[src/rtl/dcache_pkg.sv]
// Shared definitions for the write-through data-cache controller: default
// geometry, derived line/tag sizes and the controller FSM encoding.
package dcache_pkg;

  localparam int ADDR_WIDTH = 32;
  localparam int DATA_WIDTH = 32;
  localparam int INDEX_BITS = 5;
  localparam int TAG_BITS   = ADDR_WIDTH - INDEX_BITS - 2;
  localparam int NUM_LINES  = 2 ** INDEX_BITS;

  // IDLE serves hits and accepts requests; the other two own the memory bus.
  typedef enum logic [1:0] {
    ST_IDLE    = 2'd0,
    ST_RD_MISS = 2'd1,
    ST_WR_MEM  = 2'd2
  } state_e;

endpackage : dcache_pkg

[src/rtl/dcache_array.sv]
// Line storage for the direct-mapped cache: per-line valid bit, tag and data.
// One asynchronous read port, one synchronous write port. Only the valid bits
// are reset; tag and data contents are meaningless until a line is valid.
module dcache_array
  import dcache_pkg::*;
#(
  parameter int IDX_W  = INDEX_BITS,
  parameter int TAG_W  = TAG_BITS,
  parameter int DATA_W = DATA_WIDTH
) (
  input  logic              clk,
  input  logic              rst_n,
  input  logic [IDX_W-1:0]  rd_index,
  output logic              rd_valid,
  output logic [TAG_W-1:0]  rd_tag,
  output logic [DATA_W-1:0] rd_data,
  input  logic              wr_en,
  input  logic [IDX_W-1:0]  wr_index,
  input  logic [TAG_W-1:0]  wr_tag,
  input  logic [DATA_W-1:0] wr_data
);

  localparam int LINES = 2 ** IDX_W;

  logic [LINES-1:0]  valid_q;
  logic [LINES-1:0]  valid_d;
  logic [TAG_W-1:0]  tag_mem  [LINES];
  logic [DATA_W-1:0] data_mem [LINES];

  // Any write to a line makes it valid (fill, or data update of a hit line).
  always_comb begin
    valid_d = valid_q;
    if (wr_en) begin
      valid_d[wr_index] = 1'b1;
    end
  end

  // Valid bits clear asynchronously so a reset invalidates the whole cache.
  always_ff @(posedge clk or negedge rst_n) begin
    if (!rst_n) begin
      valid_q <= '0;
    end else begin
      valid_q <= valid_d;
    end
  end

  // NOTE: tag/data arrays have no reset; clearing them would force flops
  // instead of RAM, and the valid bits already mask their contents.
  always_ff @(posedge clk) begin
    if (wr_en) begin
      tag_mem[wr_index]  <= wr_tag;
      data_mem[wr_index] <= wr_data;
    end
  end

  assign rd_valid = valid_q[rd_index];
  assign rd_tag   = tag_mem[rd_index];
  assign rd_data  = data_mem[rd_index];

endmodule : dcache_array

[src/rtl/dcache_wt_ctrl.sv]
// Direct-mapped, write-through, no-write-allocate data-cache controller.
// Read hits return data combinationally with no stall; read misses and all
// stores stall the core while the request is carried out on the memory bus.
module dcache_wt_ctrl
  import dcache_pkg::*;
#(
  parameter int ADDR_WIDTH = dcache_pkg::ADDR_WIDTH,
  parameter int DATA_WIDTH = dcache_pkg::DATA_WIDTH,
  parameter int INDEX_BITS = dcache_pkg::INDEX_BITS
) (
  input  logic                  clk,
  input  logic                  rst_n,
  input  logic [ADDR_WIDTH-1:0] cpu_addr,
  input  logic [DATA_WIDTH-1:0] cpu_wdata,
  input  logic                  cpu_rd,
  input  logic                  cpu_wr,
  output logic [DATA_WIDTH-1:0] cpu_rdata,
  output logic                  stall,
  output logic [ADDR_WIDTH-1:0] mem_addr,
  output logic [DATA_WIDTH-1:0] mem_wdata,
  output logic                  mem_rd,
  output logic                  mem_wr,
  input  logic [DATA_WIDTH-1:0] mem_rdata,
  input  logic                  mem_ready
);

  localparam int TAG_W = ADDR_WIDTH - INDEX_BITS - 2;

  state_e                state_q, state_d;
  logic [ADDR_WIDTH-3:0] addr_q, addr_d;   // latched word address
  logic [DATA_WIDTH-1:0] wdata_q, wdata_d;

  logic [INDEX_BITS-1:0] lk_index;
  logic [TAG_W-1:0]      lk_tag;
  logic                  arr_valid;
  logic [TAG_W-1:0]      arr_tag;
  logic [DATA_WIDTH-1:0] arr_data;
  logic                  hit;
  logic                  arr_we;
  logic [DATA_WIDTH-1:0] arr_wdata;

  // Byte-offset bits never matter to a word-granular cache.
  logic unused_byte_offset;
  assign unused_byte_offset = ^cpu_addr[1:0];

  // Lookup address: the live CPU address while idle, the latched store
  // address while writing through (to decide whether to update the line).
  always_comb begin
    if (state_q == ST_IDLE) begin
      lk_index = cpu_addr[INDEX_BITS+1:2];
      lk_tag   = cpu_addr[ADDR_WIDTH-1:INDEX_BITS+2];
    end else begin
      lk_index = addr_q[INDEX_BITS-1:0];
      lk_tag   = addr_q[ADDR_WIDTH-3:INDEX_BITS];
    end
  end

  assign hit = arr_valid && (arr_tag == lk_tag);

  dcache_array #(
    .IDX_W  (INDEX_BITS),
    .TAG_W  (TAG_W),
    .DATA_W (DATA_WIDTH)
  ) u_array (
    .clk      (clk),
    .rst_n    (rst_n),
    .rd_index (lk_index),
    .rd_valid (arr_valid),
    .rd_tag   (arr_tag),
    .rd_data  (arr_data),
    .wr_en    (arr_we),
    .wr_index (addr_q[INDEX_BITS-1:0]),
    .wr_tag   (addr_q[ADDR_WIDTH-3:INDEX_BITS]),
    .wr_data  (arr_wdata)
  );

  // Memory-side outputs depend only on state and latched registers.
  assign mem_addr  = {addr_q, 2'b00};
  assign mem_wdata = wdata_q;
  assign mem_rd    = (state_q == ST_RD_MISS);
  assign mem_wr    = (state_q == ST_WR_MEM);

  // Next-state, latch capture, stall, load data and line-update control.
  always_comb begin
    // NOTE: every output of this block gets a default first, so no path
    // through the case statement can leave one unassigned (no latches).
    state_d   = state_q;
    addr_d    = addr_q;
    wdata_d   = wdata_q;
    stall     = 1'b0;
    cpu_rdata = '0;
    arr_we    = 1'b0;
    arr_wdata = wdata_q;

    unique case (state_q)
      ST_IDLE: begin
        if (cpu_wr) begin
          // Store wins over a simultaneous load.
          addr_d  = cpu_addr[ADDR_WIDTH-1:2];
          wdata_d = cpu_wdata;
          stall   = 1'b1;
          state_d = ST_WR_MEM;
        end else if (cpu_rd && !hit) begin
          addr_d  = cpu_addr[ADDR_WIDTH-1:2];
          stall   = 1'b1;
          state_d = ST_RD_MISS;
        end else if (cpu_rd) begin
          cpu_rdata = arr_data;
        end
      end

      ST_RD_MISS: begin
        if (mem_ready) begin
          // Fill the line and forward the word so the core advances now.
          arr_we    = 1'b1;
          arr_wdata = mem_rdata;
          cpu_rdata = mem_rdata;
          state_d   = ST_IDLE;
        end else begin
          stall = 1'b1;
        end
      end

      ST_WR_MEM: begin
        if (mem_ready) begin
          // Keep a resident copy coherent; never allocate on a store miss.
          arr_we  = hit;
          state_d = ST_IDLE;
        end else begin
          stall = 1'b1;
        end
      end

      default: begin
        state_d = ST_IDLE;
      end
    endcase
  end

  // State and request latches; reset abandons any in-flight request.
  always_ff @(posedge clk or negedge rst_n) begin
    if (!rst_n) begin
      state_q <= ST_IDLE;
      addr_q  <= '0;
      wdata_q <= '0;
    end else begin
      // NOTE: sequential state uses non-blocking assignments so every flop
      // samples pre-edge values regardless of statement order.
      state_q <= state_d;
      addr_q  <= addr_d;
      wdata_q <= wdata_d;
    end
  end

endmodule : dcache_wt_ctrl

[config.mk]
export PLATFORM = sky130hd
export DESIGN_NAME = dcache_wt_ctrl
export DESIGN_NICKNAME = d
export VERILOG_FILES = /design/src/rtl/dcache_pkg.sv /design/src/rtl/dcache_array.sv /design/src/rtl/dcache_wt_ctrl.sv
export SDC_FILE = /design/constraint.sdc
export NUM_CORES = 2
export LEC_CHECK = 0
export ABC_AREA = 0
export CAP_MARGIN = 20
export CORE_AREA = 5 5 427 429
export CTS_CLUSTER_DIAMETER = 40
export DETAILED_ROUTE_END_ITERATION = 10
export DIE_AREA = 0 0 432 434
export PLACE_DENSITY = 0.67
export SLEW_MARGIN = 10
export SYNTH_ARGS = -nofsm -noshare
export SYNTH_HDL_FRONTEND = slang
export SYNTH_SLANG_ARGS = --single-unit
[constraint.sdc]
create_clock -name clk -period 10.4 [get_ports clk]
set_input_delay 1.04 -clock clk [delete_from_list [all_inputs] [get_ports clk]]
set_output_delay 1.04 -clock clk [all_outputs]
set_load 0.005 [all_outputs]
==> qor.yml <==
power_density_mw_per_mm2: 307
cts_tree: "built"
final_nets: 6388
wl_per_cell_um: 28.4
peakVddDrop_mv: 0.202
critPathKind: "flop to output port"
hold_buffers: 0
dieArea_mm2: 0.187
synth_edf_count: 1824
slew-limit-headroom_pct: 23.5
cts_max_level: 4
syn-cell-area_mm2: 0.0797
synthTopCellsByArea: "edfxtp_1 69%, nand2_1 7.3%, nand3_1 3.4%"
clock_latency_ns: 0.87
ys_seq_area_share_pct: 71.7
dp_slack_ns: 1.48
drive_gt1_share_pct: 11.0
timing.clock.skew_ns: 0.0731
worstPathRequired_ns: 9.36
layout.cells.most_common_list: "1,824 x edfxtp_1, 1,558 x nand2_1, 543 x nand3_1, 241 x clkbuf_16, 221 x a311oi_1"
min_path_type: "input port to async pin"
num_rows: 155
grt_start_max_net_pins: 192
yosysTopAreaCell: "edfxtp_1"
die_w_um: 432
regArea_mm2: 0.0572
synth_top_area_share_pct: 68.7
period_needed_ns: 9.78
worstMarginPinSlew_ns: 1.14
fillers: 14400
utilization_pct: 52.3
root_buffer: "clkbuf_16"
synthDistinctLibCells: 92
via_per_inst: 6.19
reg2reg_to: "u_array.data_mem[5][29]$_DFFE_PP_"
yosys_warnings: 0
numCtsBuffers: 239
cts_resized: 0
grt_pass1_wl_mm: 358
drcViolationCount: 0
grt_setup_unrepaired: "false"
crit_fanout: 87
critPathCaptureType: "output port"
startpoint_type: "flop"
areaGrowthSynthToFinish_pct: 16.7
routed_wl_mm: 252
cts_max_path_buffers: 3
r2r-start: "state_q[0]$_DFFE_PN0P_"
cts_setup_buffers: 0
hpwl_mm: 132
clkSinkCount: 1920
die_h_um: 434
grt_antenna_before_repair: 16
numPortBuffers: 195
fmax_mhz: 102
ant_nets: 0
setup_slack_ns: 0.624
start_util_pct: 44.8
rr_worst_depth: 14
grt_pass1_vias: 52100
ys.flop_type: "edfxtp_1"
async_flop_share_pct: 5.00
cp.arrival_ns: 8.74
synthCells: 6095
status: "complete, no violations"
tns_ns: 0
layout_commonest_cell: "edfxtp_1"
syn-mean-instance-area_um2: 13.1
r2r_setup_slack_ns: 2.43
multiInputGateArea_mm2: 0.0207
first_pass_iters: 6
slew_violations: 0
finalHoldViolCount: 0
initialDrtViolationCount: 7991
dr_total_vias: 54900
path_clk_slew_ns: 0.06
num_io_pins: 200
ys_ff_latch: 1920
place.gp.congestion: 0.921
setup_viol: 0
grt-ovfl-total: 0
drv_cap: 0
grt_use_total_pct: 26.1
coreArea_mm2: 0.178
finalCritPeriodShare_pct: 94.0
power.leakage_uw: 0.0319
worst max-delay path by stage:
stage                                start                                to  slack (ns)  cells past startpoint
global route        state_q[0]$_DFFE_PN0P_                     cpu_rdata[13]        0.35                     18
detailed placement             cpu_addr[3]                     cpu_rdata[13]        1.48                     17
CTS                 state_q[0]$_DFFE_PN0P_                     cpu_rdata[13]        0.75                     18
global placement               cpu_addr[3]                     cpu_rdata[13]        1.48                     16
finish              state_q[0]$_DFFE_PN0P_                     cpu_rdata[13]        0.62                     17
floorplan                      cpu_addr[3]  u_array.data_mem[3][0]$_DFFE_PP_        0.29                     16
layout make-up:
cell class	count	share of cell area (%)
inverters	71	0.286
clock inverters	187	2.21
clock buffers	269	6.59
flip-flops and latches	1920	61.5
well taps	2355	3.17
repair buffers	377	4.03
diodes	5	0.0134
multi-input cells	3674	22.2
synth_stat cells (22+ instances only):
master    number
buf_4         24
mux4_2        24
nor2b_1       77
inv_1         69
mux2i_1      132
mux2_2        39
o311ai_1      29
a311oi_1     221
nand4_1       28
buf_1         38
buf_2         67
o211ai_1      42
o22ai_1       53
clkbuf_1     280
a211oi_1      33
a21oi_1      119
and3_1       119
a31oi_1       64
nand3_1      544
nor3_1        95
dfrtp_1       96
nand2_1     1560
nor2_1        68
edfxtp_1    1824
a22oi_1       38
buf_6         22
o21ai_0      102
report_power, final:
group | switching (uW) | internal (uW) | total, uW
sequential | 247 | 9880 | 10100
clock | 3460 | 4910 | 8370
combinational | 7170 | 2930 | 10100
total | 10900 | 17700 | 28600
routing by layer:
metal	up-vias	global-route usage [%]	wire, um
met5	-	0	11
met4	2	13.4	14200
met3	736	5.12	27300
met2	3514	40.9	115000
met1	27300	34.9	94700
li1	23300	-	-
flip-flops by register name (all words and copies together), names as in the netlist:
| register | cells |
|---|---|
| u_array.data_mem | 1024 |
| u_array.tag_mem | 800 |
| mem_wdata | 32 |
| u_array.valid_q | 32 |
| addr_q | 30 |
| state_q | 2 |
stage by stage:
step	instances	hold slack (ns)	total power [uW]	instance area [um2]
6_report	8858	0.206	28600	93000
5_1_grt	8858	0.190	29700	93000
4_1_cts	8846	0.144	28400	92800
3_5_place_dp	8390	0.443	20100	84700
3_3_place_gp	8389	0.439	19900	84600
2_1_floorplan	6096	0.426	16400	79700
worst max-delay path: stages, from the launching register on:
cell and delay [ns]:
dfrtp_1 0.41, inv_1 0.15, ha_4 0.53, buf_4 0.57, mux2_8 0.67, buf_4 0.42
nand3_1 0.13, a21oi_1 0.07, nor4_1 0.77, nand4b_1 0.26, xor2_1 0.30, or4b_2 0.70
nor4_1 0.38, nand3_2 0.64, buf_4 0.44, o21ai_0 0.52, buf_4 0.24, clkdlybuf4s50_1 0.50
kinds of logic (layout without fill, tap and decap cells):
family / after synthesis / count (layout) / synth area share [%]
buffers and inverters: 502 / 904 / 2.79
muxes: 202 / 202 / 3.03
DFF: 1920 / 1920 / 71.7
AOI/OAI and AO/OA: 870 / 870 / 7.97
xor gates and xnor gates: 15 / 15 / 0.165
other: 1 / 7 / 0.00470
adders and majority gates: 4 / 4 / 0.0628
and+or+nand+nor: 2581 / 2581 / 14.3
No activity file was read; power rests on OpenSTA's default activity.
